$ cat src/rtl/uart_irq_status_gen.sv
// UART interrupt status generator: builds the 8-bit status word from sticky error flags and
// registered level flags, and pushes changes downstream with a rate-limited write strobe.
`timescale 1ns/1ps

module uart_irq_status_gen #(
    parameter int unsigned HOLDOFF = 4
) (
    input  logic       i_clk,
    input  logic       i_rst_n,
    input  logic       i_fe_pulse,
    input  logic       i_crce_pulse,
    input  logic       i_ore_pulse,
    input  logic       i_nf_pulse,
    input  logic       i_txi,
    input  logic       i_tbnf,
    input  logic       i_dr,
    input  logic       i_clr,
    input  logic [3:0] i_clr_mask,
    input  logic [6:0] i_ien,
    output logic       o_wrien,
    output logic [7:0] o_idata,
    output logic       o_irq
);

    localparam int unsigned CntW = (HOLDOFF > 1) ? $clog2(HOLDOFF) : 1;
    localparam logic [CntW-1:0] CntLoad = (HOLDOFF > 1) ? CntW'(HOLDOFF - 1) : '0;
    localparam logic [CntW-1:0] CntOne = CntW'(1);

    typedef enum logic {
        StIdle,
        StHold
    } state_e;

    logic [3:0]      r_sticky;
    logic [2:0]      r_level;
    logic [7:0]      r_shadow;
    logic [7:0]      r_idata;
    logic            r_wrien;
    logic            r_irq;
    logic [CntW-1:0] r_cnt;
    state_e          r_state;

    logic [3:0] w_pulses;
    logic [3:0] w_clr_bits;
    logic [7:0] w_status;
    logic       w_pending;

    assign w_pulses   = {i_nf_pulse, i_ore_pulse, i_crce_pulse, i_fe_pulse};
    assign w_clr_bits = i_clr ? i_clr_mask : 4'b0000;

    assign w_status[6:0] = {r_level, r_sticky};
    assign w_status[7]   = |(w_status[6:0] & i_ien);
    assign w_pending     = (w_status != r_shadow);

    // Set is OR-ed in after the clear so a same-edge pulse wins.
    always_ff @(posedge i_clk or negedge i_rst_n) begin
        if (!i_rst_n) begin
            r_sticky <= 4'b0000;
            r_level  <= 3'b000;
            r_irq    <= 1'b0;
        end else begin
            r_sticky <= (r_sticky & ~w_clr_bits) | w_pulses;
            r_level  <= {i_dr, i_tbnf, i_txi};
            r_irq    <= w_status[7];
        end
    end

    always_ff @(posedge i_clk or negedge i_rst_n) begin
        if (!i_rst_n) begin
            r_state  <= StIdle;
            r_cnt    <= '0;
            r_shadow <= 8'h00;
            r_idata  <= 8'h00;
            r_wrien  <= 1'b0;
        end else begin
            case (r_state)
                StIdle: begin
                    if (w_pending) begin
                        r_wrien  <= 1'b1;
                        r_idata  <= w_status;
                        r_shadow <= w_status;
                        if (HOLDOFF > 1) begin
                            r_state <= StHold;
                            r_cnt   <= CntLoad;
                        end
                    end else begin
                        r_wrien <= 1'b0;
                    end
                end
                StHold: begin
                    r_wrien <= 1'b0;
                    // Leave on the edge the count reaches zero so writes are HOLDOFF edges apart.
                    if (r_cnt <= CntOne) begin
                        r_state <= StIdle;
                        r_cnt   <= '0;
                    end else begin
                        r_cnt <= r_cnt - CntOne;
                    end
                end
                default: begin
                    r_state <= StIdle;
                    r_cnt   <= '0;
                    r_wrien <= 1'b0;
                end
            endcase
        end
    end

    assign o_wrien = r_wrien;
    assign o_idata = r_idata;
    assign o_irq   = r_irq;

endmodule

$ cat config.mk
export PLATFORM = sky130hd
export DESIGN_NAME = uart_irq_status_gen
export DESIGN_NICKNAME = d
export VERILOG_FILES = /design/src/rtl/uart_irq_status_gen.sv
export SDC_FILE = /design/constraint.sdc
export NUM_CORES = 1
export LEC_CHECK = 0
export ABC_CLOCK_PERIOD_IN_PS = 1700
export BUFFER_PORTS_ARGS = -buffer_cell sky130_fd_sc_hd__buf_2
export CAP_MARGIN = 10
export CORE_MARGIN = 3
export CORE_UTILIZATION = 43
export DETAILED_ROUTE_END_ITERATION = 6
export PLACE_DENSITY = 0.72
export SYNTH_ARGS = -nofsm -noshare
export SYNTH_HDL_FRONTEND = slang
export SYNTH_SLANG_ARGS = --single-unit
$ cat constraint.sdc
create_clock -name i_clk -period 1.7 [get_ports i_clk]
set_clock_uncertainty 0.05 [all_clocks]
set_input_delay 0.17 -clock i_clk [delete_from_list [all_inputs] [get_ports i_clk]]
set_output_delay 0.17 -clock i_clk [all_outputs]
set_load 0.02 [all_outputs]
==> results of run 1 <==
[worst paths after layout]
path	startpoint	end	slack [ns]	depth (start not counted)
min in group asynchronous	i_rst_n	o_irq	0.31	2
worst min register to register	r_cnt[1]	r_cnt[1]	0.53	2
worst max register to register	r_sticky[2]	o_idata[2]	-0.08	6
worst min-delay path	i_clr_mask[1]	r_sticky[1]	0.11	3
worst max-delay path	r_sticky[2]	o_idata[2]	-0.08	6
max in group asynchronous	i_rst_n	r_level[0]	0.98	2
[power groups by stage]
stage	sequential (mW)	combinational (mW)	clock, mW
5_1_grt	0.773	1.02	0.293
3_3_place_gp	0.742	0.726	0
6_report	0.753	0.937	0.267
4_1_cts	0.745	0.869	0.273
2_1_floorplan	0.864	0.366	0
3_5_place_dp	0.750	0.750	0
[registers in the layout, summed over array words and instances (netlist names)]
| name | cells |
|---|---|
| r_sticky | 4 |
| o_wrien | 1 |
| o_irq | 1 |
| r_state | 1 |
| r_cnt | 2 |
| o_idata | 8 |
| r_level | 3 |
[routing by layer]
metal	GRT usage, %	routed length, um	share of wire, %	up-vias
met5	0	0	0	-
met4	5.68	38	1.6	0
met3	3.15	152	6.3	6
met2	38.3	1270	52	39
met1	23.8	968	40	401
li1	-	-	-	393
[repair_timing]
item                                   CTS  global route
buffers inserted                         4             0
endpoints found under the hold margin   27             0
setup endpoints to repair               11            11
pin swaps                                7             1
gates resized for setup                 10             5
hold buffers                             8             0
[worst register-to-register path: cells and delay by family, from the launching register on]
kind                   cells  cell delay [ns]
buffers and inverters      2             0.34
AND/OR/NAND/NOR            1             0.21
AO/OA/AOI/OAI              3             0.66
flip-flops                 1             0.40
[final cells by class]
cell class / count / area (sq um) / share of cell area (%)
Sequential cell: 20 / 500 / 36.2
Multi-Input combinational cell: 49 / 444 / 32.2
Timing Repair Buffer: 51 / 335 / 24.3
Clock buffer: 4 / 36.3 / 2.63
Inverter: 9 / 33.8 / 2.45
Tap cell: 25 / 31.3 / 2.26
[cell families after synthesis]
kind of cell | after synthesis
simple gates | 19
xor+xnor | 7
buf+inv | 11
flops | 20
mux | 1
compound gates | 22
[stage by stage]
stage | cells | area [sq um] | hold slack (ns) | power, mW
final | 158 | 1380 | 0.106 | 1.96
after global placement | 142 | 1140 | 0.0872 | 1.47
after global routing | 158 | 1380 | 0.0936 | 2.08
after floorplan | 80 | 907 | -0.176 | 1.23
after CTS | 158 | 1350 | 0.0972 | 1.89
after detailed placement | 142 | 1140 | 0.0853 | 1.50
[layout by cell type, fill, tap and decap left out, types with 2 or more instances in the layout]
| master | count |
|---|---|
| clkbuf_4 | 3 |
| dfrtp_1 | 20 |
| nor2_1 | 3 |
| nand2_1 | 4 |
| buf_2 | 30 |
| dlygate4sd3_1 | 8 |
| o32ai_1 | 2 |
| buf_4 | 11 |
| a21o_1 | 3 |
| xor2_1 | 6 |
| o32ai_2 | 5 |
| inv_1 | 9 |
| nand2b_1 | 6 |
| buf_6 | 2 |
==> run summary, run 1 <==
Most frequent cell after synthesis: dfrtp_1
# IOs: 31
Routed length per placed instance: 15.4 um
Crit-path max cell delay: 0.40 ns
DP Worst Slack: -0.284 ns
Initial antenna violation count: 0
Synthesis-stage register bit count: 20
Adder-cell share of the synthesized area: 0%
Switching Fraction: 40.2%
Maximum fanout along the worst path: 7
Max-slew headroom: 69.5%
Initial core utilization: 48.8%
First-pass GRT wire length: 4.09 mm
Setup TNS: -0.541 ns
Slowest-stage cell, CP: dfrtp_1
Pins Over Slew Limit: 0
Routability cong.: 0.838
Gr ovfl total: 0
Clock tree buffer depth: 2
Site Rows: 15
Fillers: 131
Routed vias/inst: 5.31
Synth Area in XOR/XNOR: 6.76%
H-tree Lvls: 1
CP Capture Type: flop
Final WL: 2.43 mm
Final Hold Vio Count: 0
Vias in the first global route: 898
Simple-Gate Fraction of Synth Area: 11.9%
DR DRC count: 0
Multiplexer area fraction after synthesis: 1.10%
CTS Sinks: 20
Largest net degree at the start of global routing: 21
Pint: 1.17 mW
Synth area leaders: dfrtp_1 55%, o32ai_1 6.8%, xor2_1 5.8%, nand2b_1 4.1%, inv_1 3.7%
CP Class: flop to flop
Post-synth EDFFs: 0
Detailed-route via count: 839
Die height: 51.9 um
Synth async-reset ratio: 100%
Final-report setup violation count: 11
Initial DRC Count: 20
Synth warn: 0
Synth top area share: 55.2%
Layout cell share with drive strength beyond 1: 45.9%
Status: finished with violations
Cell taking the most area after synthesis: dfrtp_1
Seq pwr share: 38.5%
Core area: 1860 sq um
Most used DFF post-synth: dfrtp_1
Port bufs: 30
CP required: 1.82 ns
Avg Inst Size Synth: 11.3 sq um
CTS root buffer: clkbuf_4
Compound-cell area share of the yosys netlist: 19.7%
Skew-Pair Late Insertion Delay: 0.29 ns
Period utilization: 105%
Total CTS buffers: 3
WP data arrival: 1.89 ns
RSZ-0062 raised after global routing: true
Router iterations before antenna repair: 4
Final HPWL DP: 1.56 mm
Max Clock Freq: 563 MHz
Final Worst Setup Slack: -0.0768 ns
Main combinational cell family by area after synthesis: compound AO/OA/AOI/OAI gates
Count of different cell masters after synthesis: 28
Final min period: 1.78 ns
Die area: 2700 sq um
CTS tree: yes
Worst Max-Slew Pin Slew: 0.457 ns
Max rail drop VDD: 744 uV
Clock group share of total power: 13.6%
Top post-synthesis cells by count: 20 x dfrtp_1, 9 x inv_1, 7 x o32ai_1, 6 x nand2b_1, 6 x xor2_1
Nets: 155
HP Class: primary input to flop
Seq/Total Area, Yosys: 55.2%
Failing checks: negative setup slack
Post-DRT Antenna Nets: 0
Ant. Diodes: 0
Max cap viols: 0
Sw power: 0.788 mW
Crit path cell chain: a222oi_1, buf_4, and4_1, o2111a_2, buf_6, o32ai_2
Critical path buffers and inverters: 2
Post-Synthesis Cells: 80
Pwr dens: 1420 nW/um^2
Tot GR Track Use: 20.5%
Utilization after layout: 74.3%
Crit path max-delay family: compound AO/OA/AOI/OAI gates
Syn Nets: 101
Syn Std Cell Area: 907 sq um
Die W: 51.9 um
Clk slew on worst S/H paths: 0.11 ns
Leakage: 0.645 nW
Layout area overhead: 52.3%
CP startpoint kind: flop
Combinational cell fraction of total power: 47.9%
Power figures use the tool's default switching activity.
==> inputs of run 2 (changes only) <==
--- a/config.mk
+++ b/config.mk
@@ -5,13 +5,15 @@
 export SDC_FILE = /design/constraint.sdc
 export NUM_CORES = 1
 export LEC_CHECK = 0
+export ABC_AREA = 1
 export ABC_CLOCK_PERIOD_IN_PS = 1700
 export BUFFER_PORTS_ARGS = -buffer_cell sky130_fd_sc_hd__buf_2
 export CAP_MARGIN = 10
 export CORE_MARGIN = 3
-export CORE_UTILIZATION = 43
+export CORE_UTILIZATION = 44
 export DETAILED_ROUTE_END_ITERATION = 6
 export PLACE_DENSITY = 0.72
+export SETUP_SLACK_MARGIN = 0.02
 export SYNTH_ARGS = -nofsm -noshare
 export SYNTH_HDL_FRONTEND = slang
 export SYNTH_SLANG_ARGS = --single-unit
==> run summary, run 2 <==
Tot GR Track Use: 17.2% (-3.3 points)
Initial antenna violation count: 0 (unchanged)
Routed vias/inst: 4.65 (-12%)
Skew-Pair Late Insertion Delay: 0.30 ns (about the same)
Register area: 500 sq um (unchanged)
Synth area leaders: dfrtp_1 50%, nand2_1 22%, nand3_1 6.0%, inv_1 6.0%, a21oi_1 2.0%
Final-report setup violation count: 0 (-11)
Fillers: 185 (+41%)
Final min period: 1.53 ns (-0.247 ns)
Clk slew on worst S/H paths: 0.12 ns (about the same)
Top post-synthesis cells by count: 59 x nand2_1, 20 x dfrtp_1, 16 x inv_1, 12 x nand3_1, 5 x nor2_1
Seq/Total Area, Yosys: 49.7% (-5.5 points)
Worst Max-Slew Pin Slew: 0.465 ns (+0.00869 ns)
Final WL: 2.17 mm (-11%)
Met2 wire length: 991 um (-22%)
WP data arrival: 1.65 ns (-0.24 ns)
Period utilization: 90.0% (-15 points)
H-tree Lvls: 1 (unchanged)
Post-synth EDFFs: 0 (unchanged)
Layout area overhead: 28.4%
Core area: 2060 sq um (+11%)
Setup TNS: 0 ns (+0.541 ns)
Most used DFF post-synth: dfrtp_1
Router iterations before antenna repair: 6 (+2)
RSZ-0062 raised after global routing: false
Syn Nets: 155 (+53%)
CTS tree: yes
HP Class: primary input to flop
Routed length per placed instance: 10.8 um (-30%)
Leakage: 0.737 nW (+14%)
# IOs: 31 (unchanged)
Routability cong.: 0.789 (-5.9%)
First-pass GRT wire length: 3.59 mm (-12%)
DR DRC count: 0 (unchanged)
Site Rows: 16 (+1)
Crit path cell chain: nand2_1, nand2_1, nor2_2, nand2_1, nand2_2, nand3_4, nand2_4, o21ai_0
Max rail drop VDD: 776 uV (+4.4%)
Max Clock Freq: 654 MHz (+16%)
Initial DRC Count: 18 (-10%)
CP required: 1.82 ns (about the same)
Crit-path max cell delay: 0.46 ns (+0.06 ns)
Crit path max-delay family: simple AND/OR/NAND/NOR gates
Synth top area share: 49.7% (-5.5 points)
Synth warn: 0 (unchanged)
Largest net degree at the start of global routing: 21 (unchanged)
CTS Sinks: 20 (unchanged)
Maximum fanout along the worst path: 10 (+3)
Most frequent cell after synthesis: nand2_1
Post-CTS Hold Buffers: 7 (-1)
CTS resizes: 0 (-10)
Synth Area in XOR/XNOR: 0.870% (-5.9 points)
Avg Inst Size Synth: 7.52 sq um (-34%)
Critical path buffers and inverters: 0 (-2)
Pwr dens: 1480 nW/um^2 (+4.2%)
Synthesis-stage register bit count: 20 (unchanged)
Max reg flops: 8 (unchanged)
CP startpoint kind: flop
Multi-input logic area: 435 sq um (-2.0%)
Pins Over Slew Limit: 0 (unchanged)
Max cap viols: 0 (unchanged)
Cell repeated most along the worst path: nand2_1
Die W: 53.8 um (+3.7%)
CTS root buffer: clkbuf_4
Slowest-stage cell, CP: dfrtp_1
Clock tree buffer depth: 2 (unchanged)
Metal3 WL: 131 um (-14%)
Main combinational cell family by area after synthesis: simple AND/OR/NAND/NOR gates
Total CTS buffers: 3 (unchanged)
Synth async-reset ratio: 100% (unchanged)
Nets: 196 (+26%)
Post-DRT Antenna Nets: 0 (unchanged)
Final Hold Vio Count: 0 (unchanged)
Max-slew headroom: 69.0% (-0.51 points)
Design Area, Final: 1290 sq um (-6.3%)
Port bufs: 30 (unchanged)
Compound-cell area share of the yosys netlist: 3.73% (-16 points)
Adder-cell share of the synthesized area: 0% (unchanged)
Cell Area, Placed: 1190 sq um (+4.1%)
Count of different cell masters after synthesis: 19 (-32%)
Final Hold Slack: 0.00714 ns (-0.0991 ns)
Top routing layer used: met4
Postcts setup bufs: 0 (-4)
Initial core utilization: 48.8% (about the same)
Most frequent cells in the layout: 59 x nand2_1, 30 x buf_2, 20 x dfrtp_1
Ant. Diodes: 0 (unchanged)
Post-Synthesis Cells: 134 (+68%)
Syn Std Cell Area: 1010 sq um (+11%)
Cell taking the most area after synthesis: dfrtp_1
Final HPWL DP: 1.64 mm (+5.0%)
Status: finished, final reports clean
CP Class: flop to flop
Die area: 2900 sq um (+7.5%)
Multiplexer area fraction after synthesis: 0% (-1.1 points)
CP Capture Type: flop
Layout cell share with drive strength beyond 1: 25.9% (-20 points)
Vias in the first global route: 866 (-3.6%)
M1 WL: 1.04 mm (+7.0%)
Detailed-route via count: 934 (+11%)
Gr ovfl total: 0 (unchanged)
Die height: 53.8 um (+3.7%)
Simple-Gate Fraction of Synth Area: 38.6% (+27 points)
Most common cell after layout, fill and taps aside: nand2_1
-- run 2: cell types whose count changed in the layout (fill, tap and decap cells not counted), sizes merged, moves of 7 or more --
cell and delta:
buf -13, inv +9, nand2 +57, nand3 +12
o32ai -7
-- run 2: worst register-to-register path, delay by kind of cell (launching register included) --
family | cells | cell delay, ns
and+or+nand+nor | 7 | 0.79
DFF | 1 | 0.46
AOI/OAI and AO/OA | 1 | 0.10
-- run 2: power by group --
part | total [mW] | internal (mW) | switching (mW)
sequential | 0.767 | 0.632 | 0.135
combinational | 0.863 | 0.305 | 0.558
clock | 0.280 | 0.130 | 0.149
-- run 2: cell families (layout without fill, tap and decap cells) --
group	Yosys count	in the layout
simple gates	87	87
flops	20	20
compound gates	7	7
xor+xnor	1	1
buf+inv	19	59
-- run 2: final timing paths --
path | from | to | slack [ns] | depth (start not counted)
setup / recovery | r_sticky[3] | r_state | 0.17 | 8
hold / removal | i_ore_pulse | r_sticky[2] | 0.007 | 2
setup reg to reg | r_sticky[3] | r_state | 0.17 | 8
hold reg to reg | r_state | r_cnt[1] | 0.49 | 3
max in group asynchronous | i_rst_n | o_irq | 1.02 | 2
min in group asynchronous | i_rst_n | r_level[1] | 0.28 | 2
-- run 2: metal layers --
metal  vias up  track usage, %
li1        491               -
met4         0            5.11
met3         2            2.49
met5         -               0
met1       406            22.3
met2        35            29.4
-- run 2: layout make-up --
class                      instances  share of cell area [%]
multi-input combinational         95                    33.7
inverter                          18                    5.22
clock buffer                       4                    2.80
timing repair buffer              37                    17.0
tap                               27                    2.61
sequential                        20                    38.7
-- run 2: stage by stage --
step	instances	util [%]	total power [mW]	worst slack (ns)
after global placement	190	57.6	1.61	0.230
final	201	62.7	1.91	0.170
after CTS	201	62.7	1.93	0.180
after floorplan	134	-	1.37	0.276
after global routing	201	62.7	2.07	0.0312
after detailed placement	190	57.6	1.63	0.200
